==> src/rtl/ex_muldiv.sv <==
// Multi-cycle RV32M execute unit: combinational or shift-add multiply and a
// radix-2 restoring divider on operand magnitudes, with sign correction at the end.
module ex_muldiv #(
    parameter int XLEN     = 32,
    parameter int MUL_ITER = 0,
    parameter int CNT_W    = $clog2(XLEN)
) (
    input  logic            clk,
    input  logic            rst_n,
    input  logic            start,
    input  logic [2:0]      funct3,
    input  logic [XLEN-1:0] rs1,
    input  logic [XLEN-1:0] rs2,
    input  logic [4:0]      rd_adr_in,
    input  logic            kill,
    input  logic            hold,
    output logic            busy,
    output logic            res_valid,
    output logic [XLEN-1:0] result,
    output logic [4:0]      rd_adr_out
);

    typedef enum logic [1:0] {IDLE = 2'd0, CALC = 2'd1, DONE = 2'd2} state_t;

    localparam logic [XLEN-1:0] MIN_NEG = {1'b1, {(XLEN-1){1'b0}}};

    state_t           state_reg, state_next;
    logic [CNT_W-1:0] cnt_reg, cnt_next;
    logic [XLEN-1:0]  acc_hi_reg, acc_hi_next;
    logic [XLEN-1:0]  acc_lo_reg, acc_lo_next;
    logic [XLEN-1:0]  opb_reg, opb_next;
    logic [XLEN-1:0]  result_reg, result_next;
    logic [2:0]       op_reg, op_next;
    logic             neg_q_reg, neg_q_next;
    logic             neg_r_reg, neg_r_next;
    logic [4:0]       rd_reg, rd_next;

    function automatic logic [XLEN-1:0] sel_result(input logic [2:0]        op,
                                                   input logic [2*XLEN-1:0] prod,
                                                   input logic [XLEN-1:0]   quo,
                                                   input logic [XLEN-1:0]   rem);
        logic [XLEN-1:0] r;
        case (op)
            3'b000:                 r = prod[XLEN-1:0];
            3'b001, 3'b010, 3'b011: r = prod[2*XLEN-1:XLEN];
            3'b100, 3'b101:         r = quo;
            default:                r = rem;
        endcase
        return r;
    endfunction

    // Command decode on the live EX inputs
    logic            is_div, rs1_signed, rs2_signed, s1, s2;
    logic            div_zero, div_ovf, fast_path, go;
    logic [XLEN-1:0] a_mag, b_mag;

    assign is_div     = funct3[2];
    assign rs1_signed = (funct3 == 3'b001) | (funct3 == 3'b010) | (funct3 == 3'b100) | (funct3 == 3'b110);
    assign rs2_signed = (funct3 == 3'b001) | (funct3 == 3'b100) | (funct3 == 3'b110);
    assign s1         = rs1_signed & rs1[XLEN-1];
    assign s2         = rs2_signed & rs2[XLEN-1];
    assign a_mag      = s1 ? (-rs1) : rs1;
    assign b_mag      = s2 ? (-rs2) : rs2;
    assign div_zero   = is_div & (rs2 == '0);
    assign div_ovf    = is_div & ~funct3[0] & (rs1 == MIN_NEG) & (rs2 == '1);
    assign fast_path  = (~is_div & (MUL_ITER == 0)) | div_zero | div_ovf;
    assign go         = start & ~kill;

    // Single-cycle results for the fast path
    logic [2*XLEN-1:0] prod_mag, prod_fast;
    logic [XLEN-1:0]   quo_fast, rem_fast, fast_res;

    assign prod_mag  = {{XLEN{1'b0}}, a_mag} * {{XLEN{1'b0}}, b_mag};
    assign prod_fast = (s1 ^ s2) ? (-prod_mag) : prod_mag;
    assign quo_fast  = div_zero ? '1 : rs1;
    assign rem_fast  = div_zero ? rs1 : '0;
    assign fast_res  = sel_result(funct3, prod_fast, quo_fast, rem_fast);

    // One iteration step: shift-add multiply or restoring divide
    logic [XLEN:0]     mul_sum, div_sh, div_diff;
    logic [XLEN-1:0]   mul_hi, mul_lo, div_hi, div_lo;
    logic [2*XLEN-1:0] prod_it;
    logic [XLEN-1:0]   quo_it, rem_it, iter_res;

    assign mul_sum  = {1'b0, acc_hi_reg} + (acc_lo_reg[0] ? {1'b0, opb_reg} : '0);
    assign mul_hi   = mul_sum[XLEN:1];
    assign mul_lo   = {mul_sum[0], acc_lo_reg[XLEN-1:1]};
    assign div_sh   = {acc_hi_reg, acc_lo_reg[XLEN-1]};
    assign div_diff = div_sh - {1'b0, opb_reg};
    assign div_hi   = div_diff[XLEN] ? div_sh[XLEN-1:0] : div_diff[XLEN-1:0];
    assign div_lo   = {acc_lo_reg[XLEN-2:0], ~div_diff[XLEN]};
    assign prod_it  = neg_q_reg ? (-{mul_hi, mul_lo}) : {mul_hi, mul_lo};
    assign quo_it   = neg_q_reg ? (-div_lo) : div_lo;
    assign rem_it   = neg_r_reg ? (-div_hi) : div_hi;
    assign iter_res = sel_result(op_reg, prod_it, quo_it, rem_it);

    always_comb begin
        state_next  = state_reg;
        cnt_next    = cnt_reg;
        acc_hi_next = acc_hi_reg;
        acc_lo_next = acc_lo_reg;
        opb_next    = opb_reg;
        result_next = result_reg;
        op_next     = op_reg;
        neg_q_next  = neg_q_reg;
        neg_r_next  = neg_r_reg;
        rd_next     = rd_reg;
        case (state_reg)
            IDLE: begin
                if (go) begin
                    op_next    = funct3;
                    rd_next    = rd_adr_in;
                    neg_q_next = s1 ^ s2;
                    neg_r_next = s1;
                    if (fast_path) begin
                        result_next = fast_res;
                        state_next  = DONE;
                    end else begin
                        // Divider shifts the dividend out of acc_lo; multiplier shifts the multiplier out
                        acc_hi_next = '0;
                        acc_lo_next = is_div ? a_mag : b_mag;
                        opb_next    = is_div ? b_mag : a_mag;
                        cnt_next    = CNT_W'(XLEN - 1);
                        state_next  = CALC;
                    end
                end
            end
            CALC: begin
                acc_hi_next = op_reg[2] ? div_hi : mul_hi;
                acc_lo_next = op_reg[2] ? div_lo : mul_lo;
                cnt_next    = cnt_reg - 1'b1;
                if (cnt_reg == '0) begin
                    cnt_next    = '0;
                    result_next = iter_res;
                    state_next  = DONE;
                end
            end
            DONE: begin
                if (!hold) state_next = IDLE;
            end
            default: state_next = IDLE;
        endcase
        if (kill) state_next = IDLE;
    end

    always_ff @(posedge clk or negedge rst_n) begin
        if (!rst_n) begin
            state_reg  <= IDLE;
            cnt_reg    <= '0;
            acc_hi_reg <= '0;
            acc_lo_reg <= '0;
            opb_reg    <= '0;
            result_reg <= '0;
            op_reg     <= '0;
            neg_q_reg  <= 1'b0;
            neg_r_reg  <= 1'b0;
            rd_reg     <= '0;
        end else begin
            state_reg  <= state_next;
            cnt_reg    <= cnt_next;
            acc_hi_reg <= acc_hi_next;
            acc_lo_reg <= acc_lo_next;
            opb_reg    <= opb_next;
            result_reg <= result_next;
            op_reg     <= op_next;
            neg_q_reg  <= neg_q_next;
            neg_r_reg  <= neg_r_next;
            rd_reg     <= rd_next;
        end
    end

    assign busy       = ~kill & (((state_reg == IDLE) & start & ~fast_path) | (state_reg == CALC));
    assign res_valid  = (state_reg == DONE);
    assign result     = result_reg;
    assign rd_adr_out = rd_reg;

endmodule

==> config.mk <==
export PLATFORM = sky130hd
export DESIGN_NAME = ex_muldiv
export DESIGN_NICKNAME = d
export VERILOG_FILES = /design/src/rtl/ex_muldiv.sv
export SDC_FILE = /design/constraint.sdc
export NUM_CORES = 2
export LEC_CHECK = 0
export ABC_AREA = 1
export CAP_MARGIN = 20
export CORE_ASPECT_RATIO = 2
export CORE_MARGIN = 10
export CORE_UTILIZATION = 35
export DETAILED_ROUTE_END_ITERATION = 7
export PLACE_DENSITY = 0.53
export SETUP_SLACK_MARGIN = 0.2
export SYNTH_ARGS = -nofsm -noshare
export SYNTH_HDL_FRONTEND = slang
export SYNTH_SLANG_ARGS = --single-unit
==> constraint.sdc <==
create_clock -name clk -period 9.7 [get_ports clk]
set_clock_uncertainty 0.2 [all_clocks]
set_input_delay 1.94 -clock clk [delete_from_list [all_inputs] [get_ports clk]]
set_output_delay 1.94 -clock clk [all_outputs]
set_load 0.02 [all_outputs]
==> summary.md <==
| Metric | Value |
|---|---|
| Run status | finished with violations |
| Failing checks | DRC, setup timing |
| Top cell by count, worst path | buf_6 |
| Setup ws final | -1530 ps |
| Largest net degree at the start of global routing | 110 |
| Worst Tran Pin Value | 1380 ps |
| DRC errors left | 7 |
| Net Count, Synth | 9820 |
| Non-Filler Instances | 11900 |
| Vias in the first global route | 69400 |
| TritonCTS clock tree | yes |
| Clock root cell | clkbuf_16 |
| Highest Clock Rate | 89.1 MHz |
| H-tree lvl count | 4 |
| Initial Util | 35.2% |
| Die height | 586 µm |
| Fin nets | 11100 |
| Post-Synthesis Cell Area | 56000 µm² |
| Relative slew slack | 7.18% |
| First DRT Iteration DRCs | 5013 |
| Synth Register Bits | 145 |
| Final min period | 11230 ps |
| First-pass GRT wire length | 527000 µm |
| Crit path max fanout | 6 |
| CP endpoint kind | register |
| Global Route Usage Sum | 43.3% |
| Clock latency on the worst-skew pair | 570 ps |
| Final setup vio count | 32 |
| Fin crit share | 116% |
| Routability Congestion | 1.10 |
| Final hold violations | 0 |
| Clk slew on worst S/H paths | 80 ps |
| Commonest cells after routing, fill and taps aside | nand2_1 (2007), inv_1 (1594), buf_4 (1151), nor2_1 (916), fa_1 (801) |
| TritonCTS Buffers | 25 |
| Area Growth Syn to Fin | 39.0% |
| Seq/Total Area, Yosys | 6.48% |
| Row cnt | 207 |
| Post-Syn Instances | 8510 |
| Slowest cell on crit path | fa_2 |
| WL/cell | 32.3 µm |
| RSZ-0062 raised after global routing | yes |
| Register-to-register setup slack | 3050 ps |
| Pins over their slew limit | 0 |
| Pre-antenna DRT Iters | 8 |
| Total gr overflow | 0 |
| Fill count | 16600 |
| Top_reg_cell synth | dfrtp_1 |
| Core footprint | 159000 µm² |
| Vias/cell | 5.50 |
| # placed instances | 11600 |
| Mean Syn Cell Area | 6.58 µm² |
| YS warnings | 0 |
| Remaining antenna violation count | 0 |
| Leading cell type in the layout, fill and taps excluded | nand2_1 |
| Max-Cap Viols | 0 |
| CP top delay family | adder cells |
| CTS Hold Bufs | 0 |
| CTS sink count | 145 |
| Via count | 65700 |
| Port bufs | 115 |
| I/O pin cnt | 116 |
| Critical Path Max Stage Delay | 800 ps |
| Critical path startpoint | rs1[0] |
| Worst reg2reg startpoint | acc_lo_reg[31] |
| Hold path startpoint | result[0] |
| Number of synthesized flops with an enable pin | 0 |
| Hold Crit Class | reg -> reg |
| FFs w/ async S/R, synth | 100% |
| Layout cell share with drive strength beyond 1 | 27.3% |
| Final core utilization | 49.0% |
| Req. time, crit path | 10010 ps |
| Initial antenna violation count | 28 |
| Dpl hpwl | 321000 µm |
| Setup Total Neg Slack | -46510 ps |
| WS Path Type | in -> reg |
| Yosys cell types | 68 |
| Arr. time, crit path | 11540 ps |
| WL final | 385000 µm |
| Startpoint types | input pin |
| WP buf/inv | 19 |
| Die width | 303 µm |
| Die area | 177000 µm² |
| CTS Buffer Depth | 3 |
==> cells in the mapped netlist (all sizes together), types with 5 or more instances <==
cell type	n	area share (%)
or2	19	0.21
nor4	22	0.25
fa	898	32
o22ai	32	0.36
nand2	2415	16
nor3	72	0.68
nor2	1135	7.8
a21oi	282	2.5
xnor2	37	0.58
o211ai	48	0.65
nand3	398	3.6
and2	7	0.085
nand3b	26	0.35
o21bai	12	0.17
dfrtp	145	6.5
ha	335	7.5
xor2	85	1.4
clkinv	21	0.14
clkbuf	220	1.5
a31oi	19	0.21
nand4	74	0.83
mux2	5	0.10
inv	1739	12
a21o	6	0.080
buf	78	0.74
o21ai	338	3.0
o2111ai	5	0.078
==> per-stage QoR <==
step	hold WS [ps]	setup WS, ps	instance area [µm²]
global placement	267	-4070	69800
global route	315	-1840	77800
finish	292	-1530	77900
detailed placement	270	-3990	69800
CTS	289	-1410	75900
floorplan	254	-399	56700
==> metal layers <==
metal | vias up | share of wire [%] | track usage (%)
li1 | 28200 | - | -
met1 | 32200 | 27 | 34.7
met2 | 3381 | 50 | 76.0
met3 | 1887 | 6.5 | 10.7
met4 | 12 | 17 | 56.0
met5 | - | 0.022 | 0.0274
==> worst register-to-register path: cells and delay by family, from the launching register on <==
family | cells | cell delay (ps)
adders and majority gates | 2 | 800
and+or+nand+nor | 18 | 3540
AOI/OAI and AO/OA | 2 | 530
buffers and inverters | 3 | 960
DFF | 1 | 500
==> cells by family after synthesis <==
| kind of cell | Yosys count | synth area share [%] |
|---|---|---|
| xor+xnor | 122 | 1.95 |
| flops | 145 | 6.48 |
| buf+inv | 2058 | 14.0 |
| fa+ha+maj | 1233 | 39.6 |
| simple gates | 4177 | 30.3 |
| mux | 5 | 0.101 |
| compound gates | 770 | 7.54 |
==> cell type report <==
| class | count | area, µm² | area share (%) |
|---|---|---|---|
| sequential | 145 | 3630 | 4.66 |
| tap | 2090 | 2620 | 3.36 |
| multi-input combinational | 6307 | 49200 | 63.2 |
| clock buffer | 29 | 671 | 0.861 |
| timing repair buffer | 1582 | 14900 | 19.1 |
| inverter | 1760 | 6770 | 8.69 |
| antenna | 23 | 57.6 | 0.0739 |
| clock inverter | 3 | 45.0 | 0.0578 |
==> timing repair <==
item | 4_1_cts | 5_1_grt
setup buffers | 195 | 69
setup endpoints to repair | 32 | 32
cloned | 3 | 1
resized for setup | 1098 | 347
pin swaps | 435 | 234
==> final timing paths <==
| kind | to | depth (start not counted) |
|---|---|---|
| min in group asynchronous | cnt_reg[3] | 1 |
| worst max register to register | result[11] | 25 |
| worst max-delay path | result[17] | 58 |
| worst min register to register | result[0] | 2 |
| max in group asynchronous | acc_hi_reg[20] | 2 |
| worst min-delay path | result[0] | 2 |
Power is not shown: default switching activity piles up to over one toggle a cycle in this logic, so the estimate is an artifact.
